<file path="config.mk">
export PLATFORM = sky130hd
export DESIGN_NAME = serial_reversal_deserializer
export DESIGN_NICKNAME = d
export VERILOG_FILES = /design/src/rtl/serial_reversal_deserializer_pkg.sv /design/src/rtl/serial_reversal_deserializer_bit_shift_collector.sv /design/src/rtl/serial_reversal_deserializer.sv
export SDC_FILE = /design/constraint.sdc
export NUM_CORES = 1
export LEC_CHECK = 0
export BUFFER_PORTS_ARGS = -buffer_cell sky130_fd_sc_hd__buf_2
export CORE_MARGIN = 8
export CORE_UTILIZATION = 26
export DETAILED_ROUTE_END_ITERATION = 12
export PLACE_DENSITY = 0.54
export SYNTH_ARGS = -nofsm -noshare
export SYNTH_HDL_FRONTEND = slang
export SYNTH_SLANG_ARGS = --single-unit
</file>
<file path="constraint.sdc">
create_clock -name clk -period 2.1 [get_ports clk]
set_clock_uncertainty 0.15 [all_clocks]
set_input_delay 0.42 -clock clk [delete_from_list [all_inputs] [get_ports clk]]
set_output_delay 0.42 -clock clk [all_outputs]
set_load 0.05 [all_outputs]
</file>
<file path="src/rtl/serial_reversal_deserializer_pkg.sv">
// Shared constants and phase type for the serial bit-reversal deserializer.
// Holds only state-free definitions; every file imports it.
package serial_reversal_deserializer_pkg;

    localparam int unsigned K_DEFAULT     = 4;
    localparam int unsigned CNT_W_DEFAULT = 8;
    localparam int unsigned BIT_CNT_W     = $clog2(K_DEFAULT);

    // Collection phase decoded from the bit counter.
    typedef enum logic {
        PH_COLLECT = 1'b0,
        PH_LAST    = 1'b1
    } phase_e;

    // Bit-counter width for a given word width; never narrower than one bit.
    function automatic int unsigned bit_cnt_width(input int unsigned k);
        return (k < 2) ? 1 : $clog2(k);
    endfunction

endpackage

</file>
<file path="src/rtl/serial_reversal_deserializer_bit_shift_collector.sv">
// Shift register and bit counter that assemble K serial bits into a word.
// word_done/next_word announce a completed word in the cycle its last bit fires.
module bit_shift_collector
    import serial_reversal_deserializer_pkg::*;
#(
    parameter int unsigned K       = K_DEFAULT,
    parameter bit          REVERSE = 1'b1
) (
    input  logic         clk,
    input  logic         rst_n,
    input  logic         clear,
    input  logic         in_fire,
    input  logic         in_bit,
    output logic         last_bit,
    output logic         word_done,
    output logic [K-1:0] next_word
);

    localparam int unsigned    CW       = bit_cnt_width(K);
    localparam logic [CW-1:0]  LAST_CNT = CW'(K - 1);

    logic [K-1:0]  shreg_q;
    logic [K-1:0]  shreg_d;
    logic [K-1:0]  shifted;
    logic [CW-1:0] bit_cnt_q;
    logic [CW-1:0] bit_cnt_d;
    phase_e        phase;

    always_ff @(posedge clk or negedge rst_n) begin
        if (!rst_n) begin
            shreg_q   <= '0;
            bit_cnt_q <= '0;
        end else begin
            shreg_q   <= shreg_d;
            bit_cnt_q <= bit_cnt_d;
        end
    end

    // Shifted value already includes the current bit so a completing word
    // can be handed to the holding register in the same cycle.
    always_comb begin
        shifted = shreg_q;
        if (REVERSE) begin
            shifted = {shreg_q[K-2:0], in_bit};
        end else begin
            shifted = {in_bit, shreg_q[K-1:1]};
        end
    end

    always_comb begin
        phase = (bit_cnt_q == LAST_CNT) ? PH_LAST : PH_COLLECT;
    end

    always_comb begin
        last_bit  = (phase == PH_LAST);
        word_done = in_fire & last_bit;
        next_word = shifted;
    end

    always_comb begin
        shreg_d   = shreg_q;
        bit_cnt_d = bit_cnt_q;
        if (clear) begin
            shreg_d   = '0;
            bit_cnt_d = '0;
        end else if (in_fire) begin
            shreg_d   = shifted;
            bit_cnt_d = last_bit ? '0 : bit_cnt_q + 1'b1;
        end
    end

endmodule

</file>
<file path="src/rtl/serial_reversal_deserializer.sv">
// Serial-to-word receiver: collects K bits, delivers them in reversed or natural
// order through a single holding register with valid/ready on both sides.
module serial_reversal_deserializer
    import serial_reversal_deserializer_pkg::*;
#(
    parameter int unsigned K       = K_DEFAULT,
    parameter bit          REVERSE = 1'b1,
    parameter int unsigned CNT_W   = CNT_W_DEFAULT
) (
    input  logic             clk,
    input  logic             rst_n,
    input  logic             clear,
    input  logic             in_bit,
    input  logic             in_valid,
    output logic             in_ready,
    output logic [K-1:0]     out_word,
    output logic             out_valid,
    input  logic             out_ready,
    output logic [CNT_W-1:0] words_out
);

    logic             last_bit;
    logic             word_done;
    logic [K-1:0]     next_word;
    logic             in_fire;
    logic             out_fire;

    logic [K-1:0]     out_word_q;
    logic [K-1:0]     out_word_d;
    logic             out_valid_q;
    logic             out_valid_d;
    logic [CNT_W-1:0] words_out_q;
    logic [CNT_W-1:0] words_out_d;

    bit_shift_collector #(
        .K       (K),
        .REVERSE (REVERSE)
    ) u_collector (
        .clk       (clk),
        .rst_n     (rst_n),
        .clear     (clear),
        .in_fire   (in_fire),
        .in_bit    (in_bit),
        .last_bit  (last_bit),
        .word_done (word_done),
        .next_word (next_word)
    );

    // Stall only the completing bit, and only if the held word is not leaving now.
    always_comb begin
        in_ready = !(last_bit & out_valid_q & !out_ready);
        in_fire  = in_valid & in_ready;
        out_fire = out_valid_q & out_ready;
    end

    always_ff @(posedge clk or negedge rst_n) begin
        if (!rst_n) begin
            out_word_q  <= '0;
            out_valid_q <= 1'b0;
            words_out_q <= '0;
        end else begin
            out_word_q  <= out_word_d;
            out_valid_q <= out_valid_d;
            words_out_q <= words_out_d;
        end
    end

    // A completion in the same cycle as a delivery refills the register
    // back-to-back, keeping out_valid high.
    always_comb begin
        out_word_d  = out_word_q;
        out_valid_d = out_valid_q;
        words_out_d = words_out_q;
        if (clear) begin
            out_word_d  = '0;
            out_valid_d = 1'b0;
        end else begin
            if (out_fire) begin
                out_valid_d = 1'b0;
                words_out_d = words_out_q + 1'b1;
            end
            if (word_done) begin
                out_valid_d = 1'b1;
                out_word_d  = next_word;
            end
        end
    end

    always_comb begin
        out_word  = out_word_q;
        out_valid = out_valid_q;
        words_out = words_out_q;
    end

endmodule

</file>
==> metrics.md, run 1 <==
| Metric | Value |
|---|---|
| Number of synthesized flops with an enable pin | `0` |
| Slew Viols, Final | `0` |
| Seq/Total Area, Yosys | `between 50% and 60%` |
| Core ar. | `around 0.0030 mm²` |
| Post-synth top flop | `dfrtp_1` |
| Req. time, crit path | `1530 ps` |
| First drt pass iteration count | `4` |
| Leakage power total | `around 0.50 nW` |
| Die width | `slightly above 70 µm` |
| Placer Congestion | `0.753` |
| Max-Cap Viols | `0` |
| Post-Layout Inst Area | `roughly 1000 µm²` |
| Synthesized net count | `84` |
| Worst rel slew slack | `just over 70%` |
| Grt ovf | `0` |
| Critical path, cell by cell | `ha_2 -> and3b_4 -> inv_2 -> buf_6` |
| Root Driver | `clkbuf_4` |
| PwrDens | `just under 600 mW/mm²` |
| CP Capture Point | `in_ready` |
| Synth-to-Final Area Change | `20.5%` |
| CTS tree | `yes` |
| Post-DP HPWL | `1.42 mm` |
| Worst-margin pin slew | `approximately 400 ps` |
| Setup-failing EPs final | `0` |
| Beginning of the critical path | `u_collector.bit_cnt_q[0]$_DFFE_PN0P_` |
| Ports | `20` |
| Largest net degree at the start of global routing | `19` |
| Worst-Skew Late Latency | `between 200 and 300 ps` |
| Critical-path top delay cell | `dfrtp_1` |
| R2r startpoint | `u_collector.bit_cnt_q[0]$_DFFE_PN0P_` |
| Startpoint types | `register` |
| Status | `complete, no violations` |
| Synth async-reset ratio | `100%` |
| Placement Setup Slack | `between 200 and 250 ps` |
| Tot Pwr | `roughly 0.58 mW` |
| Worst-path maximum fanout | `7` |
| Vias/cell | `~5` |
| Initial Util | `a little over a quarter` |
| Final Hold Vio Count | `0` |
| DR WL/cell | `around 14 µm` |
| First-pass GRT wire length | `roughly 3 mm` |
| Post-Syn Area | `812 µm²` |
| RSZ-0062 raised after global routing | `no` |
| R2R Setup Slk | `between 400 and 500 ps` |
| Mean Syn Cell Area | `10.7 µm²` |
| Clk slew on worst S/H paths | `approximately 100 ps` |
| Area of placed instances | `about 940 µm²` |
| Synth Instances | `76` |
| Clock sinks | `18` |
| Crit. End Element | `output port` |
| # nets final | `between 100 and 150` |
| Setup tns final | `0 ps` |
| Vias in the first global route | `661` |
| Post-route ant nets | `0` |
| Final setup margin | `between 100 and 150 ps` |
| Synthesis-stage register bit count | `18` |
| Post-Route WL | `1.87 mm` |
| Arr. time, crit path | `between 1000 and 1500 ps` |
| Worst hold path type | `in -> reg` |
| Num rows | `20` |
| Max Clock Freq | `505 MHz` |
| IR drop worst, VDD | `0.251 mV` |
| Reg-to-reg endpoint | `u_collector.bit_cnt_q[0]$_DFFE_PN0P_` |
| Via count | `670` |
| CP max stage delay | `410 ps` |
| Die area | `0.00517 mm²` |
| Antenna violations before repair | `0` |
| Yosys cell types | `23` |
| Gr usage total | `7.40%` |
| H-Tree Level Count | `1` |
| Warnings, synthesis | `0` |
| # DRC | `0` |
| Most frequent cells in the layout | `buf_2 (18), dfrtp_1 (18), o21ai_0 (9), a21oi_1 (9), nand3_1 (7)` |
| Clk buf depth | `2` |
| Clock period minus worst slack | `1980 ps` |
| Diodes inserted | `0` |
| Die H | `71.9 µm` |
| Kind of critical path | `reg -> out` |
| Hold WS | `around 250 ps` |
| Total CTS buffers | `3` |
| Drt initial violations | `16` |
| Worst r2r path cells | `4` |
| Layout cell share with drive strength beyond 1 | `26.8%` |
| Fin crit share | `between 90 and 100%` |
| PortBufs | `19` |
| Setup bufs post-CTS | `0` |
-- synth_stat cells, types with 2 or more instances --
library cell | number | area, µm²
a21oi_1 | 9 | 45.0
dfrtp_1 | 18 | 450
ha_1 | 2 | 25.0
inv_1 | 2 | 7.51
nand2_1 | 2 | 7.51
nand3_1 | 7 | 35.0
nand4_1 | 5 | 31.3
nor2_1 | 2 | 7.51
nor3_1 | 2 | 10.0
o21ai_0 | 9 | 45.0
xnor2_1 | 3 | 26.3
xor2_1 | 4 | 35.0
-- through the flow --
stage          utilization (%)  cells
2_1_floorplan                -     76
3_3_place_gp              31.2    126
3_5_place_dp              31.2    126
4_1_cts                   32.5    130
5_1_grt                   32.6    130
6_report                  32.6    130
-- layer usage --
layer | track usage (%) | wire length [µm] | part of all wire (%)
met5 | 0 | 0 | 0
met4 | 2.72 | 18 | 0.96
met1 | 7.77 | 788 | 42
met2 | 12.0 | 920 | 49
met3 | 4.18 | 144 | 7.7
-- sequential cells by signal (all words and copies together) (netlist names) --
signal / count
out_valid: 1
out_word: 4
u_collector.bit_cnt_q: 2
u_collector.shreg_q: 3
words_out: 8
-- repair_timing --
item,CTS,global route
endpoints found under the setup margin,1,1
hold buffers,1,0
endpoints found under the hold margin,18,0
resized for setup,3,1
-- final cells by class --
type                       instances  area, µm²
clock buffer                       3       22.5
fill                             319       2020
inverter                           2       7.51
multi-input combinational         54        345
sequential                        18        450
tap                               33       41.3
timing repair buffer              20        111
-- report_power, final --
| group | internal (mW) | total (mW) | switching, mW | leakage (nW) |
|---|---|---|---|---|
| clock network | 0.0667 | 0.168 | 0.102 | 0.0138 |
| registers | 0.353 | 0.360 | 0.00700 | 0.249 |
| logic | 0.0155 | 0.0485 | 0.0330 | 0.233 |
| total | 0.436 | 0.577 | 0.142 | 0.496 |
-- worst min path at each step --
stage	from	to	slack, ps	cells after the start
finish	in_bit	u_collector.shreg_q[0]$_DFFE_PN0P_	250	3
global route	in_bit	u_collector.shreg_q[0]$_DFFE_PN0P_	250	3
CTS	in_bit	u_collector.shreg_q[0]$_DFFE_PN0P_	240	3
detailed placement	rst_n	words_out[6]$_DFFE_PN0P_	230	1
global placement	rst_n	words_out[6]$_DFFE_PN0P_	220	1
floorplan	rst_n	out_valid$_DFFE_PN0P_	-30	0
-- worst max-delay path, delay by kind of cell (launching register included) --
| family | cells | cell delay (ps) |
|---|---|---|
| flip-flops | 1 | 410 |
| buffers and inverters | 2 | 270 |
| adder cells (fa/ha/maj) | 1 | 220 |
| AND/OR/NAND/NOR | 1 | 220 |
-- logic make-up (layout without fill, tap and decap cells) --
kind of cell	after synthesis	after routing	synth area share, %
mux	1	1	1.39
compound gates	19	19	12.0
flops	18	18	55.5
xor+xnor	7	7	7.55
fa+ha+maj	2	2	3.08
simple gates	25	25	18.2
buf+inv	4	25	2.31
(Power assumes the default switching activity.)
==> run 2, diff against run 1 <==
--- a/config.mk
+++ b/config.mk
@@ -7,9 +7,9 @@
 export LEC_CHECK = 0
 export BUFFER_PORTS_ARGS = -buffer_cell sky130_fd_sc_hd__buf_2
 export CORE_MARGIN = 8
-export CORE_UTILIZATION = 26
+export CORE_UTILIZATION = 50
 export DETAILED_ROUTE_END_ITERATION = 12
-export PLACE_DENSITY = 0.54
+export PLACE_DENSITY = 0.85
 export SYNTH_ARGS = -nofsm -noshare
 export SYNTH_HDL_FRONTEND = slang
 export SYNTH_SLANG_ARGS = --single-unit
==> metrics.md, run 2 (synthesis gave the netlist of run 1 again) <==
| Metric | Value |
|---|---|
| Status | `complete, no violations` |
| Clk slew on worst S/H paths | `100 ps` |
| Hold endpoint | `u_collector.shreg_q[0]$_DFFE_PN0P_` |
| Startpoint types | `register` |
| Reg-to-reg endpoint | `u_collector.bit_cnt_q[0]$_DFFE_PN0P_` |
| Setup-failing EPs final | `0` |
| Core ar. | `about 0.0015 mm²` |
| Worst-margin pin slew | `slightly below 400 ps` |
| Worst-path maximum fanout | `7` |
| First-pass GRT wire length | `2.85 mm` |
| Clk buf depth | `2` |
| H-Tree Level Count | `1` |
| Hold Path Cell Cnt | `3` |
| Post-route ant nets | `0` |
| Slew Viols, Final | `0` |
| Arr. time, crit path | `1440 ps` |
| Drt initial violations | `8` |
| # DRC | `0` |
| Worst hold path type | `in -> reg` |
| Hold WS | `about 260 ps` |
| R2R Setup Slk | `approximately 420 ps` |
| PortBufs | `19` |
| Final Hold Vio Count | `0` |
| Leakage power total | `0.498 nW` |
| RSZ-0062 raised after global routing | `no` |
| Kind of critical path | `reg -> out` |
| Via count | `about 650` |
| Ports | `20` |
| Most frequent cells in the layout | `buf_2 (18), dfrtp_1 (18), o21ai_0 (9), a21oi_1 (9), nand3_1 (7)` |
| Setup bufs post-CTS | `0` |
| Max-Cap Viols | `0` |
| Post-Route WL | `approximately 1.7 mm` |
| Clock period minus worst slack | `approximately 2000 ps` |
| Diodes inserted | `0` |
| Num rows | `14` |
| Antenna violations before repair | `0` |
| Layout cell share with drive strength beyond 1 | `~26%` |
| Grt ovf | `0` |
| Die H | `56.3 µm` |
| PwrDens | `roughly 590 mW/mm²` |
| Synth-to-Final Area Change | `17.6%` |
| Vias in the first global route | `about 630` |
| R2r startpoint | `u_collector.bit_cnt_q[0]$_DFFE_PN0P_` |
| Post-Layout Inst Area | `around 950 µm²` |
| Post-DP HPWL | `approximately 1.2 mm` |
| Hold_sp | `in_bit` |
| Largest net degree at the start of global routing | `19` |
| Initial Util | `53.3%` |
| Max reg flops | `8` |
| Die width | `56.3 µm` |
| # nets final | `107` |
| Area of placed instances | `around 900 µm²` |
| Setup tns final | `0 ps` |
| Worst-Skew Late Latency | `around 280 ps` |
| Fin crit share | `95.9%` |
| Total CTS buffers | `3` |
| Worst r2r path cells | `4` |
| First drt pass iteration count | `4` |
| Clock sinks | `18` |
| Crit. End Element | `output port` |
| IR drop worst, VDD | `between 0.4 and 0.5 mV` |
| CTS tree | `yes` |
| Max Clock Freq | `between 400 and 500 MHz` |
| Gr usage total | `between 10% and 20%` |
| Die area | `between 0.003 and 0.004 mm²` |
| Root Driver | `clkbuf_4` |
| Req. time, crit path | `between 1500 and 2000 ps` |
| Vias/cell | `5.73` |
| Placer Congestion | `0.909` |
| Worst rel slew slack | `74.3%` |
| DR WL/cell | `about 15 µm` |
==> run 2: critical path, cell delays in order, from the launching register on <==
cell and delay [ps]:
dfrtp_1 400, ha_1 260, and3b_4 240, inv_2 100, buf_6 160
==> run 2: per-stage QoR <==
stage | power, mW | util [%] | setup WS [ps] | cells
final | 0.568 | 62.6 | 85.2 | 113
after global routing | 0.593 | 62.6 | 21.2 | 113
after CTS | 0.574 | 62.4 | 2.88 | 113
after detailed placement | 0.414 | 60.1 | 258 | 109
after global placement | 0.412 | 60.1 | 292 | 109
after floorplan | 0.394 | - | 301 | 76
==> run 2: where the power goes <==
| group | leakage, nW | switching (mW) | total [mW] | internal [mW] |
|---|---|---|---|---|
| registers | 0.249 | 0.00620 | 0.360 | 0.353 |
| logic | 0.235 | 0.0327 | 0.0481 | 0.0154 |
| clock network | 0.0138 | 0.0940 | 0.160 | 0.0663 |
| total | 0.498 | 0.133 | 0.568 | 0.435 |
==> run 2: layout make-up <==
| class | count | area (µm²) |
|---|---|---|
| flip-flops and latches | 18 | 450 |
| fillers | 128 | 569 |
| multi-input cells | 54 | 343 |
| well taps | 16 | 20.0 |
| clock buffers | 3 | 22.5 |
| repair buffers | 20 | 111 |
| inverters | 2 | 7.51 |
==> run 2: layer usage <==
layer  GRT usage [%]  part of all wire, %  up-vias  wire length, µm
li1                -                    -      319                -
met5               0                    0        -                0
met4            2.06                    0        0                0
met3            2.92                  3.8        0               63
met1            13.4                   49      316              806
met2            17.4                   48       12              791
==> run 2: timing repair <==
item | in CTS | in global routing
endpoints found under the hold margin | 18 | 0
setup endpoints to repair | 1 | 1
hold buffers | 1 | 0
gates resized for setup | 1 | 2
==> run 2: worst max-delay path by stage <==
stage                                                    start  endpoint  slack, ps  cells after the start
after global placement    u_collector.bit_cnt_q[0]$_DFFE_PN0P_  in_ready        290                      4
after global routing      u_collector.bit_cnt_q[0]$_DFFE_PN0P_  in_ready         20                      4
after detailed placement  u_collector.bit_cnt_q[0]$_DFFE_PN0P_  in_ready        260                      4
after CTS                 u_collector.bit_cnt_q[0]$_DFFE_PN0P_  in_ready          3                      4
after floorplan                          out_valid$_DFFE_PN0P_  in_ready        300                      2
final                     u_collector.bit_cnt_q[0]$_DFFE_PN0P_  in_ready         90                      4
